===== src/rtl/syndrome_sequencer.sv =====
// Splits syndrome beats from the switch into per-test-pattern transfers for the downstream decoder.
// Chase short codes carry two 4-syndrome test patterns per beat; everything else carries one per beat.
module syndrome_sequencer #(
   parameter int SETTLE_CYC = 1,
   parameter int SYM_W      = 10
) (
   input  logic             i_clk,
   input  logic             i_rst_n,
   input  logic             i_mode,
   input  logic [1:0]       i_code,
   input  logic             i_start,
   input  logic [SYM_W-1:0] i_S1,
   input  logic [SYM_W-1:0] i_S2,
   input  logic [SYM_W-1:0] i_S3,
   input  logic [SYM_W-1:0] i_S4,
   input  logic [SYM_W-1:0] i_S5,
   input  logic [SYM_W-1:0] i_S6,
   input  logic [SYM_W-1:0] i_S7,
   input  logic [SYM_W-1:0] i_S8,
   input  logic             i_valid,
   output logic             o_next_tp,
   output logic [SYM_W-1:0] o_syn_S1,
   output logic [SYM_W-1:0] o_syn_S2,
   output logic [SYM_W-1:0] o_syn_S3,
   output logic [SYM_W-1:0] o_syn_S4,
   output logic [SYM_W-1:0] o_syn_S5,
   output logic [SYM_W-1:0] o_syn_S6,
   output logic [SYM_W-1:0] o_syn_S7,
   output logic [SYM_W-1:0] o_syn_S8,
   output logic             o_syn_short,
   output logic [1:0]       o_tp_idx,
   output logic             o_syn_valid,
   input  logic             i_syn_ready,
   output logic             o_done,
   output logic             o_abort
);

   // SETTLE_CYC is expected to be at least 1.
   localparam int               CNT_W       = (SETTLE_CYC > 1) ? $clog2(SETTLE_CYC) : 1;
   localparam logic [CNT_W-1:0] SETTLE_LAST = CNT_W'(SETTLE_CYC - 1);

   typedef enum logic [2:0] {
      IDLE,
      WAIT,
      HOLD_A,
      HOLD_B,
      ADV,
      SETTLE,
      DONE
   } state_t;

   state_t           state_reg;
   logic             mode_reg;
   logic [1:0]       code_reg;
   logic [1:0]       beat_cnt_reg;
   logic [CNT_W-1:0] settle_cnt_reg;
   logic [SYM_W-1:0] beat_reg [8];
   logic [SYM_W-1:0] syn_reg [8];
   logic             short_reg;
   logic             valid_reg;
   logic             next_tp_reg;
   logic             done_reg;
   logic             abort_reg;
   logic [1:0]       tp_idx_reg;

   logic [SYM_W-1:0] in_sym [8];
   logic [SYM_W-1:0] hold_a_view [8];
   logic [SYM_W-1:0] hold_b_view [8];
   logic             tpb2;
   logic [1:0]       last_beat_idx;
   logic             last_beat;
   logic             handshake;
   logic             abort_now;

   assign in_sym[0] = i_S1;
   assign in_sym[1] = i_S2;
   assign in_sym[2] = i_S3;
   assign in_sym[3] = i_S4;
   assign in_sym[4] = i_S5;
   assign in_sym[5] = i_S6;
   assign in_sym[6] = i_S7;
   assign in_sym[7] = i_S8;

   assign tpb2          = mode_reg & (code_reg != 2'b10);
   assign last_beat_idx = !mode_reg ? 2'd0 : ((code_reg == 2'b10) ? 2'd3 : 2'd1);
   assign last_beat     = (beat_cnt_reg == last_beat_idx);
   assign handshake     = valid_reg & i_syn_ready;
   assign abort_now     = !i_valid & ((state_reg == HOLD_A) | (state_reg == HOLD_B) |
                                      (state_reg == ADV)    | (state_reg == SETTLE));

   // First pattern comes straight from the switch; the second half-beat comes from the beat register.
   generate
      for (genvar gi = 0; gi < 8; gi++) begin : g_view
         if (gi < 4) begin : g_lo
            assign hold_a_view[gi] = in_sym[gi];
            assign hold_b_view[gi] = beat_reg[gi+4];
         end else begin : g_hi
            assign hold_a_view[gi] = tpb2 ? '0 : in_sym[gi];
            assign hold_b_view[gi] = '0;
         end
      end
   endgenerate

   always_ff @(posedge i_clk) begin
      if (!i_rst_n) begin
         state_reg      <= IDLE;
         mode_reg       <= 1'b0;
         code_reg       <= 2'b00;
         beat_cnt_reg   <= 2'd0;
         settle_cnt_reg <= '0;
         short_reg      <= 1'b0;
         valid_reg      <= 1'b0;
         next_tp_reg    <= 1'b0;
         done_reg       <= 1'b0;
         abort_reg      <= 1'b0;
         tp_idx_reg     <= 2'd0;
         for (int k = 0; k < 8; k++) begin
            beat_reg[k] <= '0;
            syn_reg[k]  <= '0;
         end
      end else begin
         next_tp_reg <= 1'b0;
         done_reg    <= 1'b0;
         abort_reg   <= 1'b0;
         // Losing the switch mid-codeword overrides everything, including a same-cycle handshake.
         if (abort_now) begin
            state_reg    <= IDLE;
            abort_reg    <= 1'b1;
            valid_reg    <= 1'b0;
            short_reg    <= 1'b0;
            tp_idx_reg   <= 2'd0;
            beat_cnt_reg <= 2'd0;
            for (int k = 0; k < 8; k++) begin
               syn_reg[k] <= '0;
            end
         end else begin
            case (state_reg)
               IDLE: begin
                  if (i_start) begin
                     mode_reg     <= i_mode;
                     code_reg     <= i_code;
                     beat_cnt_reg <= 2'd0;
                     tp_idx_reg   <= 2'd0;
                     state_reg    <= WAIT;
                  end
               end
               WAIT: begin
                  if (i_valid) begin
                     for (int k = 0; k < 8; k++) begin
                        beat_reg[k] <= in_sym[k];
                        syn_reg[k]  <= hold_a_view[k];
                     end
                     short_reg <= tpb2;
                     valid_reg <= 1'b1;
                     state_reg <= HOLD_A;
                  end
               end
               HOLD_A, HOLD_B: begin
                  if (handshake) begin
                     if ((state_reg == HOLD_A) && tpb2) begin
                        for (int k = 0; k < 8; k++) begin
                           syn_reg[k] <= hold_b_view[k];
                        end
                        tp_idx_reg <= tp_idx_reg + 2'd1;
                        state_reg  <= HOLD_B;
                     end else if (last_beat) begin
                        valid_reg  <= 1'b0;
                        short_reg  <= 1'b0;
                        tp_idx_reg <= 2'd0;
                        done_reg   <= 1'b1;
                        state_reg  <= DONE;
                        for (int k = 0; k < 8; k++) begin
                           syn_reg[k] <= '0;
                        end
                     end else begin
                        valid_reg    <= 1'b0;
                        next_tp_reg  <= 1'b1;
                        tp_idx_reg   <= tp_idx_reg + 2'd1;
                        beat_cnt_reg <= beat_cnt_reg + 2'd1;
                        state_reg    <= ADV;
                     end
                  end
               end
               ADV: begin
                  settle_cnt_reg <= '0;
                  state_reg      <= SETTLE;
               end
               SETTLE: begin
                  if (settle_cnt_reg == SETTLE_LAST) begin
                     state_reg <= WAIT;
                  end else begin
                     settle_cnt_reg <= settle_cnt_reg + CNT_W'(1);
                  end
               end
               DONE: begin
                  state_reg <= IDLE;
               end
               default: begin
                  state_reg <= IDLE;
               end
            endcase
         end
      end
   end

   assign o_next_tp   = next_tp_reg;
   assign o_syn_S1    = syn_reg[0];
   assign o_syn_S2    = syn_reg[1];
   assign o_syn_S3    = syn_reg[2];
   assign o_syn_S4    = syn_reg[3];
   assign o_syn_S5    = syn_reg[4];
   assign o_syn_S6    = syn_reg[5];
   assign o_syn_S7    = syn_reg[6];
   assign o_syn_S8    = syn_reg[7];
   assign o_syn_short = short_reg;
   assign o_tp_idx    = tp_idx_reg;
   assign o_syn_valid = valid_reg;
   assign o_done      = done_reg;
   assign o_abort     = abort_reg;

endmodule


===== config.mk =====
export PLATFORM = sky130hd
export DESIGN_NAME = syndrome_sequencer
export DESIGN_NICKNAME = d
export VERILOG_FILES = /design/src/rtl/syndrome_sequencer.sv
export SDC_FILE = /design/constraint.sdc
export NUM_CORES = 1
export LEC_CHECK = 0
export ABC_AREA = 0
export CELL_PAD_IN_SITES_DETAIL_PLACEMENT = 0
export CELL_PAD_IN_SITES_GLOBAL_PLACEMENT = 2
export CORE_ASPECT_RATIO = 0.75
export CORE_MARGIN = 3
export CORE_UTILIZATION = 31
export DETAILED_ROUTE_END_ITERATION = 10
export PLACE_DENSITY_LB_ADDON = 0.1
export SLEW_MARGIN = 20
export SYNTH_ARGS = -nofsm -noshare
export SYNTH_HDL_FRONTEND = slang
export SYNTH_SLANG_ARGS = --single-unit

===== constraint.sdc =====
create_clock -name i_clk -period 3.3 [get_ports i_clk]
set_input_delay 0.825 -clock i_clk [delete_from_list [all_inputs] [get_ports i_clk]]
set_output_delay 0.825 -clock i_clk [all_outputs]
set_load 0.01 [all_outputs]

==> out/summary.md <==
- first-pass GRT wire length: 23000 um
- number of rows created at floorplan: 41
- antenna violations before repair: 0
- synthesis-to-layout area growth: 47.5%
- Initial Utilization: 32.4%
- Required @ worst endpoint: 3.36 ns
- gpl congestion: 0.758
- standard cell with the maximum stage delay on the critical path: ha_1
- maximum clock rate: 355 MHz
- min-delay worst type: flip-flop to flip-flop
- antenna-violating nets left: 0
- post-synthesis sequential area ratio: 70.1%
- Syn Area/Cell: 14.9 um2
- leading register cell type out of synthesis: edfxtp_1
- number of instances in the synthesized netlist: 373
- Reg area: 3900 um2
- number of global-route vias before repair: 3973
- placeable core region: 17200 um2
- period utilization: 85.4%
- post-CTS setup buffer count: 0
- post-CTS clock slew at the launch and capture registers of the worst setup and hold paths: 0.06 ns
- unrepaired setup endpoints after global routing: no
- final slew viol count: 0
- Boundary Pins: 175
- cell at the root of the clock tree: clkbuf_16
- type of the worst setup path: flip-flop to flip-flop
- simple logic cell fraction of the synthesized area: 14.8%
- CTS sink count: 135
- global route total overflow: 0
- Async SR Flop Fraction: 0%
- P per Cell Area: 697 nW/um2
- post-placement worst setup slack: 0.146 ns
- Hold-fix buffers, CTS: 0
- setup_tns: 0 ns
- final count of negative-setup-slack endpoints: 0
- source-to-sink clock delay at the later pin of the worst-skew pair: 0.41 ns
- number of design-rule violations left by the first detailed-router iteration: 250
- half-perimeter wire length after detailed placement: 10300 um
- H-tree depth: 4
- P_int: 4200 uW
- least setup slack across all paths after layout: 0.482 ns
- CTS tree: yes
- Slew Limit Headroom: 63.4%
- CP Buf/Inv Count: 2
- relative contribution of sequential cells to total power: 41.9%
- CP max FO: 30
- Sw Pwr: 1530 uW
- multiplexer share of the synthesized area: 0.719%
- largest net degree at the start of global routing: 51
- Worst Skew: 0.00509 ns
- Worst VDD drop: 306 uV
- total inserted antenna cells: 0
- share of final-layout standard cells stronger than drive strength 1: 11.0%
- Tot GR Track Use: 15.7%
- Final min period: 2.82 ns
- count of instances resized after the clock tree is built: 0
- x dimension of the die: 161 um
- clk buf depth: 2
- Post-Synth XOR/XNOR Area: 0.157%
- switch share: 26.6%
- Worst Max-Slew Pin Slew: 0.546 ns
- cell chain of the critical path: inv_1, ha_1, nand3_1, nor2_1, nand2_1, nor2b_1, or4_1, buf_4
- number of vias in the routed layout: 3777
- share of the synthesized area in compound gates (AO/OA/AOI/OAI): 11.2%
- die outline area: 19600 um2
- uppermost layer routed: met4
- Warnings, synthesis: 0
- met2 WL: 6620 um
- post-synth design cell area: 5570 um2
- signal arrival time at the worst endpoint: 2.88 ns
- clock group share of total power: 34.9%
- family with the most delay on the worst path: simple AND/OR/NAND/NOR gates
- Syn Nets: 463
- number of iterations in the first detailed-routing pass: 4
- type of element launching the critical path: flip-flop
- Crit. End Element: flip-flop
- Port Buffer Count: 174
- run status: finished clean
- number of buffers added by the clock tree synthesis step: 17
- combinational family with the most area after synthesis: simple AND/OR/NAND/NOR gates
- Critical Path Max Stage Delay: 0.46 ns
- met3 wire length: 970 um
- count of nets after finishing: 640
- filler cell count in the final layout: 1539
- Via density: 4.73
- combinational power share: 23.1%
- wire length on met1: 7350 um
- Post-synth EDFFs: 120
- die height: 122 um
- static leakage: 0.00308 uW
- DRC errors left: 0
- multi-input gate area in the final layout: 1530 um2
- routed wirelength normalized by instance count: 19.0 um
- Routed Wire Length: 15200 um
- count of state elements after synthesis: 135
- number of flip-flops in the largest register: 80
- max-cap viol count: 0
- post-synthesis adder-cell area fraction: 0.449%
- Synth cell types: 53
- final-report hold violation count: 0
[synthesized netlist by cell type, types with 2 or more instances]
| cell | count | share of area [%] |
|---|---|---|
| a21o_1 | 2 | 0.27 |
| a21oi_1 | 3 | 0.27 |
| a22o_1 | 10 | 1.6 |
| a31oi_1 | 2 | 0.22 |
| a32o_1 | 30 | 5.4 |
| and2_1 | 41 | 4.6 |
| and3_1 | 41 | 4.6 |
| buf_2 | 9 | 0.81 |
| buf_4 | 3 | 0.40 |
| clkbuf_1 | 17 | 1.1 |
| dfxtp_1 | 15 | 5.4 |
| edfxtp_1 | 120 | 65 |
| ha_1 | 2 | 0.45 |
| inv_1 | 3 | 0.20 |
| mux2i_1 | 4 | 0.72 |
| nand2_1 | 10 | 0.67 |
| nand3_1 | 5 | 0.45 |
| nor2_1 | 5 | 0.34 |
| nor2b_1 | 4 | 0.45 |
| nor3_1 | 3 | 0.27 |
| nor3_2 | 2 | 0.36 |
| o211ai_2 | 2 | 0.45 |
| o21a_1 | 2 | 0.27 |
| o21ai_0 | 3 | 0.27 |
| or4_1 | 7 | 0.94 |
[power groups by stage]
stage / logic, uW / clock network [uW] / registers, uW
CTS: 1340 / 2040 / 2410
detailed placement: 1340 / 0 / 2440
global route: 1430 / 2110 / 2440
finish: 1330 / 2000 / 2400
floorplan: 509 / 0 / 2510
global placement: 1330 / 0 / 2440
[worst paths after layout]
path / start / to / slack (ns) / cells after the start
hold / removal: o_tp_idx[1] / o_tp_idx[1] / 0.51 / 2
setup reg to reg: state_reg[2] / syn_reg[0][33] / 0.48 / 8
setup / recovery: state_reg[2] / syn_reg[0][33] / 0.48 / 8
hold reg to reg: o_tp_idx[1] / o_tp_idx[1] / 0.51 / 2
[final cells by class]
type,instances,share of cell area [%]
inverter,3,0.137
timing repair buffer,187,22.5
clock buffer,17,5.18
multi-input combinational,206,18.6
clock inverter,15,2.42
tap,236,3.60
sequential,135,47.5
[layer usage]
metal | up-vias | GRT usage, %
li1 | 1830 | -
met1 | 1800 | 21.6
met2 | 126 | 23.1
met3 | 21 | 5.03
met4 | 0 | 6.29
met5 | - | 0
[stage by stage]
step	utilization, %	instance area [um2]	total power (uW)	hold WS [ns]	std cells
2_1_floorplan	-	5570	3020	0.483	373
3_3_place_gp	44.2	7590	3770	0.487	767
3_5_place_dp	44.2	7590	3780	0.495	767
4_1_cts	47.8	8210	5790	0.504	799
5_1_grt	47.8	8210	5980	0.531	799
6_report	47.8	8210	5730	0.508	799
[worst min-delay path, cell delays in order, from the launching register on]
cell	delay (ns)
dfxtp_1	0.33
nand2_1	0.06
a31oi_1	0.06
[layout by cell type (no fill, tap or decap), types with 2 or more instances in the layout]
master and count:
inv_1 3, a21oi_1 3, edfxtp_1 120, o21a_1 2
nand2_1 9, clkinv_4 3, clkdlybuf4s50_1 173, inv_6 3
a21o_1 2, o211ai_2 2, a31oi_1 2, nand3_1 5
dfxtp_1 15, a32o_1 30, nor3_1 3, nor2b_1 4
clkinv_2 3, mux2i_1 4, o21ai_0 3, buf_4 12
nor2_1 5, ha_1 2, and3_1 41, and2_1 40
bufinv_16 4, or4_1 7, a22o_1 10, clkbuf_16 17
[cells by family after synthesis]
| kind of cell | Yosys count |
|---|---|
| AO/OA/AOI/OAI | 68 |
| XOR/XNOR | 1 |
| multiplexers | 4 |
| AND/OR/NAND/NOR | 131 |
| adder cells (fa/ha/maj) | 2 |
| flip-flops | 135 |
| buffers and inverters | 32 |
Power figures use the tool's default switching activity.
